===== src/rtl/dma_char_sequencer.sv =====
// rtl/dma_char_sequencer.sv - DMA character sequencer: memory fetch to serial TX, one character at a time
// Optional feature macro: DMA_TIMEOUT_EN (mem_ack wait limit with err pulse)
module dma_char_sequencer #(
  parameter int CNT_W   = 6,
  parameter int ADDR_W  = 8,
  parameter int DATA_W  = 8,
  parameter int TIMEOUT = 15
) (
  input  logic              clk,
  input  logic              reset,
  input  logic              start,
  input  logic [CNT_W-1:0]  len,
  input  logic [ADDR_W-1:0] src_base,
  input  logic              abort,
  output logic              mem_rd,
  output logic [ADDR_W-1:0] mem_addr,
  input  logic              mem_ack,
  input  logic [DATA_W-1:0] mem_data,
  output logic              tx_valid,
  output logic [DATA_W-1:0] tx_data,
  input  logic              tx_ready,
  output logic              busy,
  output logic              done,
  output logic              err,
  output logic [CNT_W-1:0]  car_cont
);

  localparam logic [1:0] S_IDLE  = 2'd0;
  localparam logic [1:0] S_FETCH = 2'd1;
  localparam logic [1:0] S_SEND  = 2'd2;
  localparam logic [1:0] S_NEXT  = 2'd3;

  logic [1:0]        r_state;
  logic [CNT_W-1:0]  r_len;
  logic [ADDR_W-1:0] r_base;
  logic [CNT_W-1:0]  r_cnt;
  logic [DATA_W-1:0] r_tx_data;
  logic              r_done;

`ifdef DMA_TIMEOUT_EN
  localparam int WAIT_W = $clog2(TIMEOUT + 1);
  localparam logic [WAIT_W-1:0] WAIT_LAST = WAIT_W'(TIMEOUT - 1);

  logic [WAIT_W-1:0] r_wait;
  logic              r_err;
`else
  // TIMEOUT only matters when the wait counter is built
  logic w_unused_timeout;
  assign w_unused_timeout = (TIMEOUT > 0);
`endif

  // Sequencer: one character per FETCH -> SEND -> NEXT round, abort returns to IDLE
  always_ff @(posedge clk or negedge reset) begin
    if (!reset) begin
      r_state   <= S_IDLE;
      r_len     <= '0;
      r_base    <= '0;
      r_cnt     <= '0;
      r_tx_data <= '0;
      r_done    <= 1'b0;
`ifdef DMA_TIMEOUT_EN
      r_wait    <= '0;
      r_err     <= 1'b0;
`endif
    end else begin
      r_done <= 1'b0;
`ifdef DMA_TIMEOUT_EN
      r_err  <= 1'b0;
`endif
      case (r_state)
        S_IDLE: begin
          if (start) begin
            r_cnt <= '0;
            if (len != '0) begin
              r_len   <= len;
              r_base  <= src_base;
              r_state <= S_FETCH;
`ifdef DMA_TIMEOUT_EN
              r_wait  <= '0;
`endif
            end else begin
              // Zero-length request completes immediately without touching memory
              r_done <= 1'b1;
            end
          end
        end
        S_FETCH: begin
          if (abort) begin
            r_state <= S_IDLE;
          end else if (mem_ack) begin
            r_tx_data <= mem_data;
            r_state   <= S_SEND;
`ifdef DMA_TIMEOUT_EN
          end else if (r_wait == WAIT_LAST) begin
            r_err   <= 1'b1;
            r_state <= S_IDLE;
          end else begin
            r_wait <= r_wait + 1'b1;
`endif
          end
        end
        S_SEND: begin
          // A handshake in the abort cycle still counts as delivered
          if (tx_ready) begin
            r_cnt   <= r_cnt + 1'b1;
            r_state <= abort ? S_IDLE : S_NEXT;
          end else if (abort) begin
            r_state <= S_IDLE;
          end
        end
        default: begin
          if (abort) begin
            r_state <= S_IDLE;
          end else if (r_cnt == r_len) begin
            r_done  <= 1'b1;
            r_state <= S_IDLE;
          end else begin
            r_state <= S_FETCH;
`ifdef DMA_TIMEOUT_EN
            r_wait  <= '0;
`endif
          end
        end
      endcase
    end
  end

  assign mem_rd   = (r_state == S_FETCH);
  assign mem_addr = r_base + ADDR_W'(r_cnt);
  assign tx_valid = (r_state == S_SEND);
  assign tx_data  = r_tx_data;
  assign busy     = (r_state != S_IDLE);
  assign done     = r_done;
  assign car_cont = r_cnt;
`ifdef DMA_TIMEOUT_EN
  assign err      = r_err;
`else
  assign err      = 1'b0;
`endif

endmodule

===== config.mk =====
export PLATFORM = sky130hd
export DESIGN_NAME = dma_char_sequencer
export DESIGN_NICKNAME = d
export VERILOG_FILES = /design/src/rtl/dma_char_sequencer.sv
export SDC_FILE = /design/constraint.sdc
export NUM_CORES = 1
export LEC_CHECK = 0
export ABC_AREA = 0
export CORE_UTILIZATION = 29
export CTS_CLUSTER_DIAMETER = 200
export DETAILED_ROUTE_END_ITERATION = 16
export PLACE_DENSITY = 0.53
export SKIP_LAST_GASP = 1
export SLEW_MARGIN = 20
export SYNTH_ARGS = -nofsm -noshare
export SYNTH_HDL_FRONTEND = slang
export SYNTH_SLANG_ARGS = --single-unit
export TNS_END_PERCENT = 30

===== constraint.sdc =====
create_clock -name clk -period 6.4 [get_ports clk]
set_clock_uncertainty 0.2 [all_clocks]
set_input_delay 0.96 -clock clk [delete_from_list [all_inputs] [get_ports clk]]
set_output_delay 0.96 -clock clk [all_outputs]
set_load 0.1 [all_outputs]

# Word level (Yosys, flattened, before mapping)
# Index checks and enable logic that the tools add are counted.
# word_totals
ff_bits	31
input_bits	28
output_inout_bits	27
word_cells	44
# op_classes
addsub	2
eq_ne	8
muxes	18
n_bitwise	1
n_reduce_logical	9
# op_table
operator	count
2-bit two-way mux	7
6-bit two-way mux	2
6-bit one-hot mux with 2 select lines	1
3-bit AND reduction	3
8-bit by 6-bit adder with 8-bit output	1
6-bit by 1-bit adder with 6-bit output, second input constant	1
6-bit == test	1
1-bit two-way mux	6
3-bit by 2-bit inequality test with 1-bit output, second input constant	2
2-bit one-hot mux with 3 select lines	1
6-bit nonzero test	1
2-bit inequality test, second input constant	2
4-bit AND reduction	1
2-bit nonzero test	2
2-bit by 1-bit == test with 1-bit output, second input constant	1
2-bit == test, second input constant	1
2-bit logical NOT	1
2-bit by 1-bit inequality test with 1-bit output, second input constant	1
1-bit one-hot mux with 2 select lines	1
2-bit OR reduction	1
1-bit inverter	1

# Logic depth before layout (Yosys ltp)
# logic_depth
ltp_word	4
mapped_depth	6
mapped_depth_nobuf	6

# Worst setup path after synthesis
# Ideal clock, no wire load.
# synth_path
path_kind	flip-flop to output port
from	register r_cnt[0], in the netlist car_cont[0]
to	output port mem_addr[5]
arrival_time_ns	3.484
required_time_ns	5.240
setup_slack_ns	1.756
stages_incl_launch_ff	6
path_buffers	0
cell_sequence	dfrtp_1 > ha_1 > a21oi_1 > o311ai_0 > nor2_1 > xnor2_1
# synth_between
elab_chain_len	1
# synth_lines
item	line	source
start: declaration	36	logic [CNT_W-1:0] r_cnt;
start signal: assignment	105	r_cnt <= r_cnt + 1'b1;
8-bit by 6-bit adder with 8-bit output	129	assign mem_addr = r_base + ADDR_W'(r_cnt);
end: declaration	16	output logic [ADDR_W-1:0] mem_addr,
# Every way passes these cells.

# Worst setup path in the final report
# layout_path
from	register r_cnt[1], in the netlist car_cont[1]
to	output port mem_addr[7]
# The elaborated chain is that of the path after synthesis.

==> qor.csv <==
stage,metric,value,unit
outcome,outcome,"finished, final reports clean",
power,power.density,542,nW/um2
worst_setup_path,crit_family,buffers and inverters,
power,power_leakage,0.982,nW
die,die_width,77.8,um
clocking,cts-resized-gates,0,
die,dieArea,6060,um2
place,io_buffer_count,53,
synthesis,synth.distinct_cells,37,
route,ant_nets,0,
power,max-vdd-ir-drop,0.500,mV
clocking,cts_root_buffer,clkbuf_8,
clocking,cts_buffer_depth,2,
die,io_pins,55,
clocking,insertion_delay,0.28,ns
synthesis,yosysWarnings,0,
worst_setup_path,end_kind,primary output,
place,hpwlAfterDp,2880,um
die,design.core.area,5540,um2
clocking,post_cts_buffers,0,
timing,hold_viol_final,0,
layout,area_delta_synth_final,42.5,%
die,initial_core_util,0.301,
layout,drive_gt1_frac,0.159,
worst_setup_path,path_cells,ha_1 -> a21oi_1 -> o311ai_0 -> or4b_2 -> nand4_1 -> clkdlybuf4s50_1,
timing,maxSlewViolCount,0,
place,place.gp.congestion,0.804,
layout,antenna_cells,0,
timing,worst_slew_pin_slew,0.987,ns
worst_setup_path,cp_data_required_time,5.24,ns
synthesis,ys_seq_area_frac,0.465,
global_routing,grt_pass1_vias,1367,
global_routing,grt.overflow.total,0,
synthesis,synthArstFlopShare,1.00,
synthesis,syn-num-nets,184,
synthesis,syn-cell-area,1670,um2
synthesis,synth_area_leader_cell,dfrtp_1,
route,viasPerCell,4.61,
timing,final.setup.tns,0,ns
worst_setup_path,worstSetupPathType,flop to primary output,
route,initialDrtViolationCount,35,
route,routed_wl,3800,um
synthesis,synth_edf_count,0,
route,drtPass1Iterations,4,
timing,rsz0062_at_grt,no,
worst_setup_path,startpoint_type,flop,
global_routing,antenna_found_initial,0,
clocking,cts_tree,done,
worst_setup_path,crit_buf_inv,1,
timing,max_freq,219,MHz
layout,fillers,541,
synthesis,syn_inst,148,
synthesis,ys_ff_latch,31,
synthesis,synthFlopType,dfrtp_1,
clocking,cts.reportedPaths.clkPinSlew,0.07,ns
clocking,clock_sinks,31,
clocking,cts_htree_levels,2,
timing,slew_headroom,0.340,
clocking,numCtsBuffers,5,
synthesis,ys_top_cells_by_area,"dfrtp_1, mux2_2, ha_1, xnor2_1, xor2_1",
worst_setup_path,path_max_fanout,7,
job,cap_violations,0,
global_routing,grt_pass1_wl,6440,um
timing,setup_viol,0,
worst_setup_path,crit_arrival,3.40,ns
synthesis,syn_avg_cell_area,11.3,um2
synthesis,synth_top_cell_area_share,0.465,
power,total_power,1.29,mW
clocking,postCtsHoldBufs,0,
die,rows,27,
worst_setup_path,slowest_stage,clkdlybuf4s50_1,
global_routing,grt_max_degree,32,
route,dr_total_vias,1285,
route,wl_per_cell,13.6,um
timing,fin_crit,4.56,ns
die,die_h,77.8,um
timing,holdWs,0.312,ns
min_path,hold_path_class,flop to flop,
layout,final_net_count,242,
route,post-route-drc-count,0,
global_routing,grtUsageTotal,0.137,
timing,period_share,0.712,
worst_setup_path,cpPeakStageDelay,1.13,ns
==> cell type report <==
| type | count | area [um2] | share of cell area |
|---|---|---|---|
| Clock buffer | 8 | 100 | 0.0421 |
| Sequential cell | 31 | 776 | 0.326 |
| Multi-Input combinational cell | 106 | 838 | 0.353 |
| Tap cell | 72 | 90.1 | 0.0379 |
| Timing Repair Buffer | 55 | 546 | 0.230 |
| Inverter | 7 | 26.3 | 0.0111 |
==> layer usage <==
layer  vias up  GRT usage  share of wire
met5         -          0              0
met4         0     0.0340         0.0066
met3         4     0.0412          0.057
met2        46      0.230           0.48
met1       603      0.169           0.45
li1        632          -              -
==> worst paths after layout <==
path | from | to | cells after the start | slack, ns
worst max-delay path | car_cont[1]$_DFFE_PN0P_ | mem_addr[7] | 6 | 1.84
max in group asynchronous | reset | r_base[7]$_DFFE_PN0P_ | 2 | 4.82
worst max register to register | r_state[1]$_DFFE_PN0P_ | r_base[5]$_DFFE_PN0P_ | 3 | 4.18
worst min-delay path | tx_data[3]$_DFFE_PN0P_ | tx_data[3]$_DFFE_PN0P_ | 1 | 0.31
min in group asynchronous | reset | r_state[1]$_DFFE_PN0P_ | 2 | 0.87
worst min register to register | tx_data[3]$_DFFE_PN0P_ | tx_data[3]$_DFFE_PN0P_ | 1 | 0.31
==> cells in the final DEF (no fill, tap or decap), drive strengths merged <==
cell type,n
clkdlybuf4s50,53
dfrtp,31
mux2,20
nor2,14
xnor2,9
o21ai,8
nand2,8
clkbuf,8
inv,7
ha,7
xor2,6
a21oi,5
nand4,4
and2b,3
nor2b,2
o2111ai,2
buf,2
or2,1
o21bai,1
nor3b,1
nand3,1
o311ai,1
or4b,1
nand4b,1
a211o,1
o211ai,1
a311oi,1
nand2b,1
nor3,1
o2bb2ai,1
and3b,1
and3,1
a22o,1
fa,1
conb,1
==> state kept, by name (all words and copies together), names as in the netlist <==
| name | cells |
|---|---|
| tx_data | 8 |
| r_state | 2 |
| car_cont | 6 |
| done | 1 |
| r_base | 8 |
| r_len | 6 |
==> logic make-up after synthesis <==
logic type	synth area share
simple gates	0.127
buf+inv	0.0323
compound gates	0.0953
xor+xnor	0.0788
mux	0.135
flops	0.465
fa+ha+maj	0.0645
other cells	0.00225
==> cells in the mapped netlist (all sizes together) (2+ instances only) <==
| library cell | instances |
|---|---|
| xnor2 | 9 |
| xor2 | 6 |
| inv | 7 |
| o2111ai | 2 |
| nand2 | 8 |
| o21ai | 8 |
| ha | 7 |
| dfrtp | 31 |
| nor2b | 2 |
| and2b | 3 |
| nor2 | 14 |
| nand4 | 4 |
| buf | 3 |
| mux2 | 20 |
| a21oi | 5 |
==> through the flow <==
stage	cells	setup slack, ns	utilization	area [um2]
final	279	1.84	0.429	2380
after global placement	271	2.17	0.411	2280
after global routing	279	1.68	0.429	2380
after floorplan	148	1.76	-	1670
after detailed placement	271	2.17	0.411	2280
after CTS	279	1.83	0.429	2380
==> worst reg2reg max path, delay by kind of cell (launching register included) <==
family / cells / cell delay [ns]
flip-flops: 1 / 0.44
AND/OR/NAND/NOR: 1 / 0.29
multiplexers: 1 / 0.42
AO/OA/AOI/OAI: 1 / 0.76
==> report_power, final <==
part           internal, mW  switching, mW
sequential            0.265         0.0530
combinational         0.222          0.579
clock                0.0981         0.0705
total                 0.585          0.703
(Power assumes the default switching activity.)
